===== src/rtl/afe_cfg_pkg.sv =====
// Shared types and widths for the AFE config bus initiator.
package afe_cfg_pkg;

  localparam int CFG_ADDR_WIDTH = 11;
  localparam int CFG_DATA_WIDTH = 32;

  // One queued host command, exactly as it will be driven onto the bus.
  typedef struct packed {
    logic [CFG_ADDR_WIDTH-1:0] addr;
    logic [CFG_DATA_WIDTH-1:0] wdata;
    logic                      rwn;
  } cfg_cmd_t;

  typedef enum logic [1:0] {
    IDLE,
    ISSUE,
    RESP
  } cfg_init_state_e;

  // Writes always return zero data so a host never sees stale bus values.
  function automatic logic [CFG_DATA_WIDTH-1:0] rsp_data(
    input logic                      rwn,
    input logic [CFG_DATA_WIDTH-1:0] bus_data
  );
    return rwn ? bus_data : '0;
  endfunction

endpackage


===== src/rtl/afe_cfg_cmd_fifo.sv =====
// Small synchronous command FIFO; the head is only visible one edge after
// it was written, so there is no fall-through path to the bus.
module afe_cfg_cmd_fifo
  import afe_cfg_pkg::*;
#(
  parameter int DEPTH = 4
) (
  input  logic                         clk,
  input  logic                         rst,
  input  logic                         push,
  input  cfg_cmd_t                     push_cmd,
  input  logic                         pop,
  output cfg_cmd_t                     head,
  output logic                         full,
  output logic                         empty,
  output logic [$clog2(DEPTH+1)-1:0]   level
);

  localparam int PTR_WIDTH   = $clog2(DEPTH);
  localparam int LEVEL_WIDTH = $clog2(DEPTH+1);

  cfg_cmd_t             mem [DEPTH];
  logic [PTR_WIDTH-1:0] wr_ptr;
  logic [PTR_WIDTH-1:0] rd_ptr;
  logic                 do_push;
  logic                 do_pop;

  assign full    = (level == LEVEL_WIDTH'(DEPTH));
  assign empty   = (level == '0);
  assign do_push = push && !full;
  assign do_pop  = pop && !empty;
  assign head    = mem[rd_ptr];

  // Storage array, written only on an accepted push; contents need no reset.
  always_ff @(posedge clk) begin
    if (do_push) begin
      mem[wr_ptr] <= push_cmd;
    end
  end

  // Pointers wrap naturally because DEPTH is a power of two.
  always_ff @(posedge clk) begin
    if (rst) begin
      wr_ptr <= '0;
      rd_ptr <= '0;
      level  <= '0;
    end else begin
      if (do_push) begin
        wr_ptr <= wr_ptr + 1'b1;
      end
      if (do_pop) begin
        rd_ptr <= rd_ptr + 1'b1;
      end
      case ({do_push, do_pop})
        2'b10:   level <= level + 1'b1;
        2'b01:   level <= level - 1'b1;
        default: level <= level;
      endcase
    end
  end

endmodule


===== src/rtl/afe_cfg_initiator.sv =====
// Config bus initiator: queues host commands and issues them one at a time,
// returning one in-order response (read data or timeout error) per command.
module afe_cfg_initiator
  import afe_cfg_pkg::*;
#(
  parameter int CMD_FIFO_DEPTH = 4,
  parameter int TIMEOUT_CYCLES = 255,
  parameter int TIMEOUT_WIDTH  = 8
) (
  input  logic                                  clk_i,
  input  logic                                  rst_i,
  input  logic                                  cmd_valid_i,
  output logic                                  cmd_ready_o,
  input  logic [CFG_ADDR_WIDTH-1:0]             cmd_addr_i,
  input  logic [CFG_DATA_WIDTH-1:0]             cmd_wdata_i,
  input  logic                                  cmd_rwn_i,
  output logic                                  rsp_valid_o,
  input  logic                                  rsp_ready_i,
  output logic [CFG_DATA_WIDTH-1:0]             rsp_rdata_o,
  output logic                                  rsp_rwn_o,
  output logic                                  rsp_err_o,
  output logic [CFG_ADDR_WIDTH-1:0]             cfg_addr_o,
  output logic [CFG_DATA_WIDTH-1:0]             cfg_wdata_o,
  output logic                                  cfg_valid_o,
  output logic                                  cfg_rwn_o,
  input  logic [CFG_DATA_WIDTH-1:0]             cfg_rdata_i,
  input  logic                                  cfg_ready_i,
  output logic                                  busy_o,
  output logic [$clog2(CMD_FIFO_DEPTH+1)-1:0]   fifo_level_o
);

  localparam bit TIMEOUT_ENABLED = (TIMEOUT_CYCLES != 0);
  // Counter value seen at the last waiting edge before giving up.
  localparam logic [TIMEOUT_WIDTH-1:0] TIMEOUT_LAST =
    TIMEOUT_ENABLED ? TIMEOUT_WIDTH'(TIMEOUT_CYCLES - 1) : '0;

  cfg_init_state_e          state;
  cfg_cmd_t                 issue_cmd;
  cfg_cmd_t                 fifo_head;
  cfg_cmd_t                 new_cmd;
  logic [TIMEOUT_WIDTH-1:0] wait_count;
  logic                     fifo_full;
  logic                     fifo_empty;
  logic                     pop;

  assign new_cmd     = '{addr: cmd_addr_i, wdata: cmd_wdata_i, rwn: cmd_rwn_i};
  assign cmd_ready_o = !fifo_full;
  assign busy_o      = !fifo_empty || (state != IDLE);
  assign cfg_addr_o  = issue_cmd.addr;
  assign cfg_wdata_o = issue_cmd.wdata;
  assign cfg_rwn_o   = issue_cmd.rwn;

  // Take the next command whenever the bus side is free: from IDLE, or
  // straight out of RESP on the response handshake to avoid a bubble.
  assign pop = !fifo_empty &&
               ((state == IDLE) || ((state == RESP) && rsp_ready_i));

  afe_cfg_cmd_fifo #(
    .DEPTH (CMD_FIFO_DEPTH)
  ) u_cmd_fifo (
    .clk      (clk_i),
    .rst      (rst_i),
    .push     (cmd_valid_i),
    .push_cmd (new_cmd),
    .pop      (pop),
    .head     (fifo_head),
    .full     (fifo_full),
    .empty    (fifo_empty),
    .level    (fifo_level_o)
  );

  // Issue/response sequencer; every bus and response output is registered.
  always_ff @(posedge clk_i) begin
    if (rst_i) begin
      state       <= IDLE;
      issue_cmd   <= '0;
      wait_count  <= '0;
      cfg_valid_o <= 1'b0;
      rsp_valid_o <= 1'b0;
      rsp_rdata_o <= '0;
      rsp_rwn_o   <= 1'b0;
      rsp_err_o   <= 1'b0;
    end else begin
      case (state)
        IDLE: begin
          if (pop) begin
            issue_cmd   <= fifo_head;
            wait_count  <= '0;
            cfg_valid_o <= 1'b1;
            state       <= ISSUE;
          end
        end
        ISSUE: begin
          if (cfg_ready_i) begin
            cfg_valid_o <= 1'b0;
            rsp_valid_o <= 1'b1;
            rsp_rdata_o <= rsp_data(issue_cmd.rwn, cfg_rdata_i);
            rsp_rwn_o   <= issue_cmd.rwn;
            rsp_err_o   <= 1'b0;
            state       <= RESP;
          end else if (TIMEOUT_ENABLED && (wait_count == TIMEOUT_LAST)) begin
            cfg_valid_o <= 1'b0;
            rsp_valid_o <= 1'b1;
            rsp_rdata_o <= '0;
            rsp_rwn_o   <= issue_cmd.rwn;
            rsp_err_o   <= 1'b1;
            state       <= RESP;
          end else begin
            wait_count <= wait_count + 1'b1;
          end
        end
        RESP: begin
          if (rsp_ready_i) begin
            rsp_valid_o <= 1'b0;
            if (pop) begin
              issue_cmd   <= fifo_head;
              wait_count  <= '0;
              cfg_valid_o <= 1'b1;
              state       <= ISSUE;
            end else begin
              state <= IDLE;
            end
          end
        end
        default: begin
          state <= IDLE;
        end
      endcase
    end
  end

endmodule


===== config.mk =====
export PLATFORM = sky130hd
export DESIGN_NAME = afe_cfg_initiator
export DESIGN_NICKNAME = d
export VERILOG_FILES = /design/src/rtl/afe_cfg_pkg.sv /design/src/rtl/afe_cfg_cmd_fifo.sv /design/src/rtl/afe_cfg_initiator.sv
export SDC_FILE = /design/constraint.sdc
export NUM_CORES = 1
export LEC_CHECK = 0
export BUFFER_PORTS_ARGS = -buffer_cell sky130_fd_sc_hd__buf_2
export CORE_MARGIN = 2
export CORE_UTILIZATION = 55
export DETAILED_ROUTE_END_ITERATION = 12
export GPL_TIMING_DRIVEN = 1
export PLACE_DENSITY = 0.85
export SETUP_SLACK_MARGIN = 0.3
export SLEW_MARGIN = 20
export SYNTH_ARGS = -nofsm -noshare
export SYNTH_HDL_FRONTEND = slang
export SYNTH_SLANG_ARGS = --single-unit

===== constraint.sdc =====
create_clock -name clk_i -period 3.3 [get_ports clk_i]
set_input_delay 0.495 -clock clk_i [delete_from_list [all_inputs] [get_ports clk_i]]
set_output_delay 0.495 -clock clk_i [all_outputs]
set_load 0.02 [all_outputs]

==> impl_metrics.yaml, run 1 <==
setup_path:
  crit_arrival_ns: 2.92
  worst_setup_path_end_kind: "flip-flop"
  cp-startpoint: "u_cmd_fifo.level[2]$_SDFFE_PP0P_"
  criticalPathCategory: "flip-flop to flip-flop"
  worstPathMaxFanout: 6
  critPathRequiredTime_ns: 3.75
  reg2reg_slack_ns: 0.83
  r2r-end: "u_cmd_fifo.level[2]$_SDFFE_PP0P_"
  ff2ff_path_depth: 9
  cp-endpoint: "u_cmd_fifo.level[2]$_SDFFE_PP0P_"
  rr_startpoint: "u_cmd_fifo.level[2]$_SDFFE_PP0P_"
  cp-start-kind: "flip-flop"
logic_synthesis:
  synth_edf_count: 176
  synth_area_leader_cell: "edfxtp_1"
  synth_top_area_share_pct: 52.58
  yosysSeqAreaShare_pct: 72.30
  synthArstFlopShare_pct: 0
  ys_ff_latch: 275
  yosys-top-cells-count: "edfxtp_1, dfxtp_1, nand2_1, mux4_2, a21oi_1"
  synth_cell_type_count: 44
  synth_ff_type: "edfxtp_1"
  synthCells: 618
  ys.warnings.count: 0
  post-synth-top-count-cell: "edfxtp_1"
  synth_area_leaders: "edfxtp_1, dfxtp_1, mux4_2, nand2_1, a22o_1"
  syn_area_sq_um: 10050
  avgSynthCellArea_sq_um: 16.26
  synth_nets: 707
final_layout:
  fin_area_sq_um: 11950
  fillerInstances: 1215
  stdcell_count: 1043
  area_delta_synth_final_pct: 18.90
  drive_above_1_share_pct: 38.01
  nets: 881
clocking:
  hold_buffers: 0
  cts_tree: "yes"
  clk_path_buf_depth: 3
  clock_latency_ns: 0.54
  cts-root-buf: "clkbuf_16"
  path_clk_slew_ns: 0.06
  cts.htree.levels: 1
  post_cts_resize_count: 0
  cts.sinks: 275
  numCtsBuffers: 27
  cts_setup_buffers: 0
timing:
  period_minus_slack_ns: 2.473
  setup_viol: 0
  tightest_slew_ns: 0.9004
  fmax_mhz: 404.3
  finalCritPeriodShare_pct: 74.95
  hold_violations: 0
  skew_ns: 0.01609
  final_max_slew_viol_count: 0
  relSlewSlack_pct: 39.97
  totalNegativeSetupSlack_ns: 0
  rsz0062_at_grt: "false"
power:
  p_leak_nw: 4.439
  power.density_nw_per_um2: 842.4
  power.total_w: 0.01007
  peakVddDrop_mv: 0.6615
floorplan:
  die_y_microns: 139.2
  die_w_microns: 139.2
  row_count: 49
  initial_utilization_pct: 55.95
  core_sq_um: 17960
  die_area_sq_um: 19370
  io_pins: 166
outcome:
  status: "finished, final reports clean"
grt:
  track_usage_pct: 20.06
  grt.met2_usage_pct: 34.46
  grt_util_met3_pct: 4.834
  overflow: 0
  grt_max_degree: 52
  antenna_found_initial: 3
  grt_pass1_wl_microns: 30850
  met1_usage_pct: 26.08
  grt_pass1_vias: 5820
  top_usage_layer: "met2"
placement:
  numPortBuffers: 165
  placed_cell_area_sq_um: 11080
  gp_congestion: 0.7398
  placed_cells: 992
  hpwl_microns: 12080
detailed_routing:
  drc: 0
  drtIter0Drc: 348
  post_drt_wl_per_cell_microns: 18.55
  ant_nets: 0
  first_pass_iters: 4
  wl_microns: 19350
  num_vias: 5809
  routed_via_density: 5.570
hold_path:
  hp-class: "primary input to flip-flop"
  worstHoldStart: "cmd_addr_i[7]"
flow_run:
  maxCapViolCount: 0
[per-stage QoR]
step	util, %	worst slack [ns]	hold slack [ns]
final	66.53	0.8266	0.1715
after global routing	66.53	0.6471	0.1463
after CTS	66.51	0.8368	0.1503
after detailed placement	61.68	0.8652	0.4432
after global placement	61.68	0.8959	0.4406
after floorplan	-	0.7481	0.4521
[area by class of cell]
class	instances	area, sq um	share of cell area [%]
timing repair buffer	180	938.4	7.853
sequential	275	7272	60.85
antenna	1	2.502	0.02094
multi-input combinational	299	2549	21.33
tap	229	286.5	2.398
inverter	9	35.03	0.2932
clock buffer	39	740.7	6.198
clock inverter	11	126.4	1.057
[cell families (layout without fill, tap and decap cells)]
group | Yosys count | after routing | share of synthesized area, %
AOI/OAI and AO/OA | 104 | 104 | 7.457
xor gates and xnor gates | 5 | 5 | 0.4358
adders and majority gates | 8 | 8 | 1.071
buffers and inverters | 44 | 239 | 2.465
DFF | 275 | 275 | 72.30
muxes | 46 | 46 | 10.06
other | 0 | 1 | 0
and+or+nand+nor | 136 | 136 | 6.212
[worst max-delay path: stages (launching register included)]
cell and delay (ns):
dfxtp_1 0.39, or3b_1 0.46, and2_1 0.23, inv_1 0.08, ha_1 0.17, inv_1 0.06
fa_1 0.37, xor2_1 0.17, or3_1 0.32, a21oi_1 0.15
[how the worst min path moves through the flow]
| stage | cells past startpoint | to | slack, ns |
|---|---|---|---|
| finish | 1 | u_cmd_fifo.mem[3][40]$_DFFE_PP_ | 0.17 |
| global route | 1 | u_cmd_fifo.mem[1][41]$_DFFE_PP_ | 0.15 |
| CTS | 1 | u_cmd_fifo.mem[3][40]$_DFFE_PP_ | 0.15 |
| detailed placement | 2 | cfg_wdata_o[8]$_SDFFE_PP0P_ | 0.44 |
| global placement | 2 | cfg_wdata_o[28]$_SDFFE_PP0P_ | 0.44 |
| floorplan | 2 | wait_count[7]$_SDFFE_PP0P_ | 0.45 |
[report_power, final]
group	switching, W	total [W]	internal (W)	leakage, nW
sequential	0.000380	0.00457	0.00419	2.42
combinational	0.00153	0.00256	0.00103	1.59
clock	0.00121	0.00294	0.00173	0.427
total	0.00312	0.0101	0.00695	4.44
[sequential cells by signal (all words and copies together), names as in the netlist, 2 cells and up, named ones only]
signal / flops
u_cmd_fifo.level: 3
state: 2
cfg_wdata_o: 32
rsp_rdata_o: 32
cfg_addr_o: 11
u_cmd_fifo.wr_ptr: 2
u_cmd_fifo.mem: 176
wait_count: 8
u_cmd_fifo.rd_ptr: 2
[per-layer routing]
layer / part of all wire [%] / vias up
met4: 1.8 / 4
li1: - / 2686
met3: 7.3 / 37
met1: 41 / 2866
met2: 50 / 216
met5: 0.13 / -
[layout by cell type, fill, tap and decap left out, types with 15 or more instances in the layout]
| master | synthesis | routed |
|---|---|---|
| edfxtp_1 | 176 | 176 |
| nand2_1 | 86 | 86 |
| a21oi_1 | 38 | 37 |
| dfxtp_1 | 99 | 97 |
| clkbuf_16 | 0 | 27 |
| a21oi_2 | 20 | 21 |
| a22o_1 | 32 | 32 |
| mux4_2 | 44 | 44 |
| buf_4 | 3 | 15 |
| buf_2 | 14 | 165 |
No activity file was read; power rests on OpenSTA's default activity.
==> inputs of run 2 (changes only) <==
==> constraint.sdc (replaced) <==
create_clock -name clk_i -period 2.45 [get_ports clk_i]
set_input_delay 0.3675 -clock clk_i [delete_from_list [all_inputs] [get_ports clk_i]]
set_output_delay 0.3675 -clock clk_i [all_outputs]
set_load 0.02 [all_outputs]
==> run 2 against run 1 <==
Worst hold slack worse by 0.13 ns. Combinational power up 49%. Critical path depth unchanged. Power up 39%.
==> impl_metrics.yaml, run 2 (same netlist as run 1, synthesis figures left out) <==
outcome:
  status: "finished, final reports clean"
placement:
  pre_cts_ws_ns: 0.1855
  numPortBuffers: 165
  hpwl_microns: 12360
  gp_congestion: 0.7707
timing:
  finalCritPeriodShare_pct: 86.04
  skew_ns: 0.02336
  hold_violations: 0
  rsz0062_at_grt: "true"
  fin_ws_ns: 0.3421
  setup_viol: 0
  period_minus_slack_ns: 2.108
  totalNegativeSetupSlack_ns: 0
  relSlewSlack_pct: 57.69
  fmax_mhz: 474.4
  final_max_slew_viol_count: 0
  tightest_slew_ns: 0.6347
floorplan:
  die_w_microns: 139.2
  die_y_microns: 139.2
  initial_utilization_pct: 55.95
  die_area_sq_um: 19370
  row_count: 49
  core_sq_um: 17960
  io_pins: 166
final_layout:
  multi_input_comb_area_sq_um: 2576
  area_delta_synth_final_pct: 20.79
  mostFrequentLayoutCells: "edfxtp_1, buf_2, dfxtp_1, nand2_1, mux4_2"
  num_antenna_cells: 0
  final_common_cell: "edfxtp_1"
  seqCellArea_sq_um: 7284
  drive_above_1_share_pct: 40.46
  largest_reg_flops: 176
  regMostFlops: "u_cmd_fifo.mem"
  nets: 891
  fillerInstances: 1205
clocking:
  numCtsBuffers: 28
  cts_tree: "yes"
  cts.sinks: 275
  clk_path_buf_depth: 3
  cts-root-buf: "clkbuf_16"
  cts.htree.levels: 1
  clock_latency_ns: 0.54
  path_clk_slew_ns: 0.06
  hold_buffers: 0
grt:
  antenna_found_initial: 2
  grt_pass1_wl_microns: 31410
  grt_pass1_vias: 6043
  track_usage_pct: 20.54
  grt_max_degree: 52
  overflow: 0
hold_path:
  hp-class: "primary input to flip-flop"
setup_path:
  cpPeakStageDelay_ns: 0.40
  cp_num_buf_inv: 2
  cp_cell_sequence: "or3b_4 -> and2_4 -> inv_4 -> ha_4 -> inv_2 -> fa_2 -> xor2_1 -> or3_1 -> a21oi_2"
  crit_arrival_ns: 2.55
  worstPathMaxFanout: 3
  worst_setup_path_end_kind: "flip-flop"
  criticalPathCategory: "flip-flop to flip-flop"
  cp_top_family: "simple AND/OR/NAND/NOR gates"
  cp-start-kind: "flip-flop"
  cpMaxStageDelayCell: "or3b_4"
  critPathRequiredTime_ns: 2.90
detailed_routing:
  first_pass_iters: 4
  drc: 0
  wl_microns: 19960
  num_vias: 5856
  drtIter0Drc: 279
  post_drt_wl_per_cell_microns: 18.98
  routed_via_density: 5.567
  ant_nets: 0
power:
  p_leak_nw: 4.523
  power.density_nw_per_um2: 1152
  peakVddDrop_mv: 0.7845
flow_run:
  maxCapViolCount: 0
run 2: final cells by class:
type                    instances  share of cell area [%]
clock buffers                  38                   6.421
clock inverters                13                   1.165
well taps                     229                   2.360
inverters                       9                  0.3401
repair buffers                189                   8.492
flip-flops and latches        275                   60.00
multi-input cells             299                   21.22
run 2: metal layers:
metal  track usage (%)  vias up  wire length, microns
li1                  -     2703                     -
met1             26.06     2875                  8059
met2             35.75      226                  9947
met3             5.041       48                  1447
met4             5.476        4                   480
met5                 0        -                    27
run 2: final timing paths:
check | start | end | slack, ns | depth (start not counted)
hold / removal | cmd_wdata_i[4] | u_cmd_fifo.mem[0][5]$_DFFE_PP_ | 0.04 | 1
hold reg to reg | cfg_wdata_o[12]$_SDFFE_PP0P_ | cfg_wdata_o[12]$_SDFFE_PP0P_ | 0.45 | 2
setup / recovery | u_cmd_fifo.level[0]$_SDFFE_PP0P_ | u_cmd_fifo.level[2]$_SDFFE_PP0P_ | 0.34 | 9
setup reg to reg | u_cmd_fifo.level[0]$_SDFFE_PP0P_ | u_cmd_fifo.level[2]$_SDFFE_PP0P_ | 0.34 | 9
run 2: power by group:
part | switching (W) | total (W) | internal (W)
logic | 0.00228 | 0.00381 | 0.00153
clock network | 0.00171 | 0.00417 | 0.00245
registers | 0.000359 | 0.00601 | 0.00565
run 2: repair_timing:
action	4_1_cts	5_1_grt
endpoints found under the setup margin	1	1
pin swaps	7	3
buffers inserted	6	1
resized for setup	3	0
run 2: through the flow:
step / util (%) / instances / instance area [sq um] / power, W / hold slack [ns]
2_1_floorplan: - / 618 / 10100 / 0.008942 / 0.4521
3_3_place_gp: 62.11 / 994 / 11160 / 0.009779 / 0.4407
3_5_place_dp: 62.11 / 994 / 11160 / 0.009894 / 0.4450
4_1_cts: 67.54 / 1051 / 12130 / 0.01412 / 0.01677
5_1_grt: 67.58 / 1052 / 12140 / 0.01469 / 0.02083
6_report: 67.58 / 1052 / 12140 / 0.01399 / 0.04029
